### src/rtl/smm_tile_streamer.sv
// Element-stream front/back end for the 2x2 Strassen multiply core: packs an A and
// a B tile, pulses load, waits a fixed latency, then streams the four C elements out.
module smm_tile_streamer #(
  parameter int DATAWIDTH      = 32,
  parameter int BUSWIDTH       = DATAWIDTH * 4,
  parameter int RESULT_LATENCY = 9
) (
  input  logic                 clk,
  input  logic                 rst_n,
  input  logic                 in_valid,
  output logic                 in_ready,
  input  logic [DATAWIDTH-1:0] in_data,
  input  logic                 in_sel,
  output logic [BUSWIDTH-1:0]  A_out,
  output logic [BUSWIDTH-1:0]  B_out,
  output logic                 load,
  output logic                 sel,
  input  logic [BUSWIDTH-1:0]  C_in,
  output logic                 out_valid,
  input  logic                 out_ready,
  output logic [DATAWIDTH-1:0] out_data,
  output logic                 out_last,
  output logic                 busy
);

  localparam int WAIT_W = (RESULT_LATENCY > 1) ? $clog2(RESULT_LATENCY + 1) : 1;

  typedef enum logic [1:0] {
    S_FILL,
    S_ISSUE,
    S_WAIT,
    S_DRAIN
  } state_t;

  state_t              state;
  state_t              state_nxt;
  logic [2:0]          elem_cnt;
  logic [1:0]          out_idx;
  logic [WAIT_W-1:0]   wait_cnt;
  logic [BUSWIDTH-1:0] a_q;
  logic [BUSWIDTH-1:0] b_q;
  logic [BUSWIDTH-1:0] cap_q;
  logic                sel_q;
  logic                in_fire;
  logic                out_fire;
  logic                wait_done;

  assign in_fire   = in_valid && in_ready;
  assign out_fire  = out_valid && out_ready;
  assign wait_done = (state == S_WAIT) && (wait_cnt == WAIT_W'(RESULT_LATENCY - 1));

  // NOTE: sequential state uses non-blocking assignments so every register samples
  // pre-edge values, independent of process ordering.
  always_ff @(posedge clk) begin
    if (!rst_n) state <= S_FILL;
    else        state <= state_nxt;
  end

  // NOTE: the default assignment at the top keeps this block free of inferred latches.
  always_comb begin
    state_nxt = state;
    case (state)
      S_FILL:  if (in_fire && elem_cnt == 3'd7) state_nxt = S_ISSUE;
      S_ISSUE: state_nxt = S_WAIT;
      S_WAIT:  if (wait_done) state_nxt = S_DRAIN;
      S_DRAIN: if (out_fire && out_idx == 2'd3) state_nxt = S_FILL;
      default: state_nxt = S_FILL;
    endcase
  end

  // in_ready is gated by rst_n so it reads 0 for the whole reset cycle.
  always_comb begin
    in_ready  = 1'b0;
    load      = 1'b0;
    out_valid = 1'b0;
    out_data  = '0;
    out_last  = 1'b0;
    busy      = 1'b1;
    case (state)
      S_FILL: begin
        in_ready = rst_n;
        busy     = (elem_cnt != 3'd0);
      end
      S_ISSUE: load = 1'b1;
      S_DRAIN: begin
        out_valid = 1'b1;
        out_data  = cap_q[int'(out_idx) * DATAWIDTH +: DATAWIDTH];
        out_last  = (out_idx == 2'd3);
      end
      default: ;
    endcase
  end

  // NOTE: the tile and capture registers are reset because their contents are
  // visible on the ports and must read 0 after reset.
  always_ff @(posedge clk) begin
    if (!rst_n) begin
      elem_cnt <= '0;
      out_idx  <= '0;
      wait_cnt <= '0;
      a_q      <= '0;
      b_q      <= '0;
      cap_q    <= '0;
      sel_q    <= 1'b0;
    end else begin
      if (in_fire) begin
        if (!elem_cnt[2]) a_q[int'(elem_cnt[1:0]) * DATAWIDTH +: DATAWIDTH] <= in_data;
        else              b_q[int'(elem_cnt[1:0]) * DATAWIDTH +: DATAWIDTH] <= in_data;
        if (elem_cnt == 3'd0) sel_q <= in_sel;
        elem_cnt <= elem_cnt + 3'd1;
      end
      if (state == S_ISSUE)     wait_cnt <= '0;
      else if (state == S_WAIT) wait_cnt <= wait_cnt + WAIT_W'(1);
      if (wait_done) cap_q <= C_in;
      // Both counters wrap to 0 on the last element of a tile.
      if (out_fire) out_idx <= out_idx + 2'd1;
    end
  end

  assign A_out = a_q;
  assign B_out = b_q;
  assign sel   = sel_q;

endmodule
### config.mk
export PLATFORM = sky130hd
export DESIGN_NAME = smm_tile_streamer
export DESIGN_NICKNAME = d
export VERILOG_FILES = /design/src/rtl/smm_tile_streamer.sv
export SDC_FILE = /design/constraint.sdc
export NUM_CORES = 1
export LEC_CHECK = 0
export ABC_AREA = 1
export CAP_MARGIN = 20
export CORE_ASPECT_RATIO = 2
export CORE_MARGIN = 10
export CORE_UTILIZATION = 48
export CTS_BUF_LIST = sky130_fd_sc_hd__clkbuf_16
export CTS_CLUSTER_SIZE = 28
export DETAILED_ROUTE_END_ITERATION = 16
export GPL_TIMING_DRIVEN = 0
export HOLD_SLACK_MARGIN = 0.15
export PLACE_DENSITY_LB_ADDON = 0.05
export RECOVER_POWER = 50
export SETUP_SLACK_MARGIN = 0.2
export SLEW_MARGIN = 20
export SYNTH_ARGS = -nofsm -noshare
export SYNTH_HDL_FRONTEND = slang
export SYNTH_SLANG_ARGS = --single-unit
### constraint.sdc
create_clock -name clk -period 2.3 [get_ports clk]
set_clock_uncertainty 0.1 [all_clocks]
set_input_delay 0.69 -clock clk [delete_from_list [all_inputs] [get_ports clk]]
set_output_delay 0.69 -clock clk [all_outputs]
set_load 0.01 [all_outputs]
# Yosys cells after proc, flatten, opt, wreduce, memory -nomap -nowiden
# Index checks and enable logic that the tools add are counted.
dict set report op_classes {
  addsub 4
  multipliers 0
  div 0
  n_lt_le_gt_ge 0
  eq_ne 9
  shift 3
  n_mux 12
  bitwise_logic 2
  reduce_logical 13
}
# op count
set ops {}
lappend ops {{128-bit bitwise mux} 2}
lappend ops {{32-bit by 33-bit variable shift with 128-bit output (first input constant)} 1}
lappend ops {{128-bit by 8-bit indexed part select with 32-bit output} 1}
lappend ops {{32-bit by 33-bit indexed part select with 128-bit output} 1}
lappend ops {{7-bit negator with 33-bit output} 1}
lappend ops {{32-bit two-way mux} 1}
lappend ops {{2-bit case mux with 4 select lines} 1}
lappend ops {{2-bit == test (second input constant)} 3}
lappend ops {{2-bit two-way mux} 3}
lappend ops {{2-bit inequality test (second input constant)} 3}
lappend ops {{2-bit AND reduction} 3}
lappend ops {{1-bit logical AND} 5}
lappend ops {{1-bit two-way mux} 5}
lappend ops {{4-bit by 1-bit adder with 4-bit output (second input constant)} 1}
lappend ops {{4-bit == test (second input constant)} 1}
lappend ops {{3-bit by 1-bit adder with 3-bit output (second input constant)} 1}
lappend ops {{3-bit == test (second input constant)} 1}
lappend ops {{3-bit logical NOT} 1}
lappend ops {{3-bit AND reduction} 1}
lappend ops {{3-bit nonzero test} 1}
lappend ops {{2-bit by 1-bit adder with 2-bit output (second input constant)} 1}
lappend ops {{2-bit by 1-bit == test with 1-bit output (second input constant)} 1}
lappend ops {{2-bit logical NOT} 1}
lappend ops {{1-bit inverter} 2}
lappend ops {{2-bit OR reduction} 1}
dict set report word_totals {
  register_bits 396
  latchBits 0
  mem_bits_rw 0
  mem_bits_ro 0
  out_inout_bits 294
  memories 0
}

# Longest topological paths before layout
dict set report depth {
  word_depth 6
  ltp_mapped 11
}

# Least setup slack after synthesis
# Ideal clock, no wire load.
dict set report synth_path {
  path_type {register to output}
  start {reg out_idx[0]}
  end {out out_data[0]}
  t_arrival_ns 1.246
  setup_slack_ns 0.264
  path_stages_with_launch 6
  n_path_buf 2
  path_cell_list {dfxtp_1 -> inv_1 -> clkbuf_1 -> clkbuf_1 -> o21ai_0 -> a21oi_1}
}
dict set report synth_via {
  elab_chain_len 2
}
# element line_no
set synth_lines {}
lappend synth_lines {{from (decl)} 38} ;# logic [1:0] out_idx;
lappend synth_lines {{from (signal assigned)} 116} ;# if (out_fire) out_idx <= out_idx + 2'd1;
lappend synth_lines {{128-bit by 8-bit indexed part select with 32-bit output} 87} ;# out_data = cap_q[int'(out_idx) * DATAWIDTH +: DATAWIDTH];
lappend synth_lines {{32-bit two-way mux} 79} ;# case (state)
lappend synth_lines {{to (decl)} 21} ;# output logic [DATAWIDTH-1:0] out_data,
# Every way passes these cells.

# Worst setup path in the final report
dict set report layout_path {
  start {reg out_idx[0]}
  end {out out_data[12]}
}
# The elaborated chain is that of the path after synthesis.

==> results.py <==
metrics = {
    "outcome": {
        "status": "complete, but fails checks",
        "violations": "negative setup slack",
    },
    "route": {
        "route.detailed.drc": 0,
        "viasPerCell": 5.319,
        "first_iter_violations": 1019,
        "routed_wl_microns": 67730,
        "first_pass_iters": 5,
        "ant_nets": 0,
        "wl_per_cell_microns": 21.83,
        "routed-via-count": 16500,
    },
    "flow_run": {
        "cap_violations": 0,
    },
    "place": {
        "dp_hpwl_microns": 52560,
        "place_inst": 3026,
        "io_buffers": 458,
        "gp_congestion": 0.9777,
    },
    "logic_synthesis": {
        "synthFlopType": "dfxtp_1",
        "synth_edf_count": 0,
        "async_reset_ff_share_pct": 0,
        "synth_largest_area_cell": "dfxtp_1",
        "seq_area_frac_synth_pct": 50.67,
        "ys_ff_latch": 396,
        "yosysMostFrequentCell": "nor2_1",
        "yosysUniqueCellTypes": 22,
        "yosys_warnings": 0,
        "synth_commonest_cells": "nor2_1 (457), dfxtp_1 (396), o21ai_0 (342)",
        "synth.top_cell.area_share_pct": 50.67,
        "avgSynthCellArea_sq_um": 7.307,
        "netlist_area_sq_mm": 0.01565,
        "synth_nets": 2319,
        "synth_cells": 2141,
        "synth_area_leaders": "dfxtp_1 (51%), nor2_1 (11%), o21ai_0 (11%)",
    },
    "layout": {
        "synthToLayoutAreaGrowth_pct": 41.63,
        "fin_nets": 2831,
        "stdcell_count": 3102,
        "drive_above_1_share_pct": 11.56,
    },
    "sta": {
        "finalSetupTns_ps": -33330,
        "period_minus_slack_ps": 2632,
        "min_period_over_period_pct": 114.4,
        "drv_slew": 0,
        "worstMarginPinSlew_ps": 733.8,
        "hold_viol": 0,
        "grt_setup_unrepaired": "yes",
        "slew-limit-headroom_pct": 51.08,
        "max_freq_mhz": 379.9,
        "fin_ws_ps": -332.2,
        "finalSetupViolCount": 280,
    },
    "clocking": {
        "clock_sinks": 396,
        "cts_hold_buf": 0,
        "cts_tree": "done",
        "clk_pin_slew_ps": 70,
        "cts_made_buffers": 36,
        "htreeDepth": 2,
        "root_buffer": "clkbuf_16",
        "clock_latency_ps": 520,
        "cts.path.max_buffers": 3,
    },
    "critical_path": {
        "crit_path_end_kind": "output pin",
        "cp.required_ps": 1510,
        "critPathArrivalTime_ps": 1840,
        "cp-start-kind": "register",
        "critPathKind": "register to output pin",
        "crit_fanout": 5,
    },
    "grt": {
        "grt_pass1_wl_microns": 98110,
        "grt_max_degree": 17,
        "grt_use_total_pct": 31.30,
        "grt_pass1_vias": 16809,
        "grt-ovfl-total": 0,
        "grt_antenna_before_repair": 1,
    },
    "pwr": {
        "p_leak_nw": 10.02,
        "power_density_mw_per_mm2": 741.7,
        "peakVddDrop_mv": 0.5890,
    },
    "floorplanning": {
        "row_count": 93,
        "io_pins": 459,
        "start_util_pct": 48.54,
        "die_x_microns": 147.7,
        "die_area_sq_mm": 0.04065,
        "die_y_microns": 275.3,
        "core_region_area_sq_mm": 0.03223,
    },
    "worst_hold_path": {
        "hold_class": "register to register",
    },
}
==> per-layer routing <==
metal / vias to the layer above / wire length, microns / part of all wire, % / global-route usage, %
met4: 0 / 6404 / 9.5 / 25.75
li1: 7959 / - / - / -
met1: 7634 / 22200 / 33 / 29.22
met5: - / 0 / 0 / 0
met2: 676 / 33860 / 50 / 55.91
met3: 231 / 5257 / 7.8 / 8.496
==> report_power, final <==
group	internal, W	leakage, nW	switching [W]
sequential	0.00708	3.20	0.000146
combinational	0.00122	6.28	0.00223
clock	0.00312	0.542	0.00263
total	0.0114	10.0	0.00501
==> cell families (layout without fill, tap and decap cells) <==
logic type | after synthesis | count (layout) | share of synthesized area [%]
buffers and inverters | 349 | 881 | 8.813
DFF | 396 | 396 | 50.67
other | 0 | 2 | 0
and+or+nand+nor | 694 | 694 | 17.42
adders and majority gates | 13 | 13 | 1.040
AOI/OAI and AO/OA | 689 | 689 | 22.06
==> final timing paths <==
kind	slack, ps	startpoint	end	depth (start not counted)
max	-330	out_idx[0]	out_data[12]	7
min reg2reg	340	cap_q[24]	cap_q[24]	2
min	340	cap_q[24]	cap_q[24]	2
max reg2reg	-170	state[1]	B_out[59]	10
==> cell usage in the layout, fill, tap and decap left out, types with 58 or more instances in the layout <==
cell type	instances
o21ai_0	291
clkdlybuf4s50_1	163
dfxtp_1	391
o21ai_1	89
buf_2	80
inv_1	182
a21oi_1	253
nand2_1	153
nor2_1	455
dlygate4sd2_1	258
nor3_1	58
==> layout make-up <==
class                   count  area [sq um]
multi-input cells        1396          6709
inverters                 187         710.7
diodes                      2         5.005
well taps                 427         534.3
repair buffers            474          4238
fillers                  2972         10070
plain buffers             162         954.7
clock inverters            21         138.9
flip-flops and latches    396          7941
clock buffers              37         925.9
==> critical path, stage by stage, from the launching register on <==
cell and delay (ps):
dfxtp_4 370, inv_4 50, clkbuf_16 160, clkbuf_16 170, a21oi_2 100, o21ai_1 100, a21oi_1 190, buf_2 170
==> flip-flops by register name, summed over array words and instances (netlist names) <==
| register | cells |
|---|---|
| sel | 1 |
| out_idx | 2 |
| elem_cnt | 3 |
| A_out | 128 |
| wait_cnt | 4 |
| state | 2 |
| cap_q | 128 |
| B_out | 128 |
==> per-stage QoR <==
stage               hold WS [ps]  instance area [sq um]  power, W  util (%)  setup WS, ps
floorplan                  319.5                  15650  0.009039         -         263.8
global placement           328.5                  20760   0.01049     64.42        -905.1
detailed placement         334.3                  20760   0.01053     64.42        -909.3
CTS                        343.9                  21800   0.01633     67.63        -304.8
global route               361.6                  22160   0.01701     68.74        -377.4
finish                     340.9                  22160   0.01643     68.74        -332.2
==> what timing repair did <==
item                       4_1_cts  5_1_grt
pin swaps                       17       28
gates cloned                     1        3
hold endpoints to repair         0        0
setup endpoints to repair      652      364
resized for setup              577      173
buffers inserted                 7        5
Power figures use the tool's default switching activity.
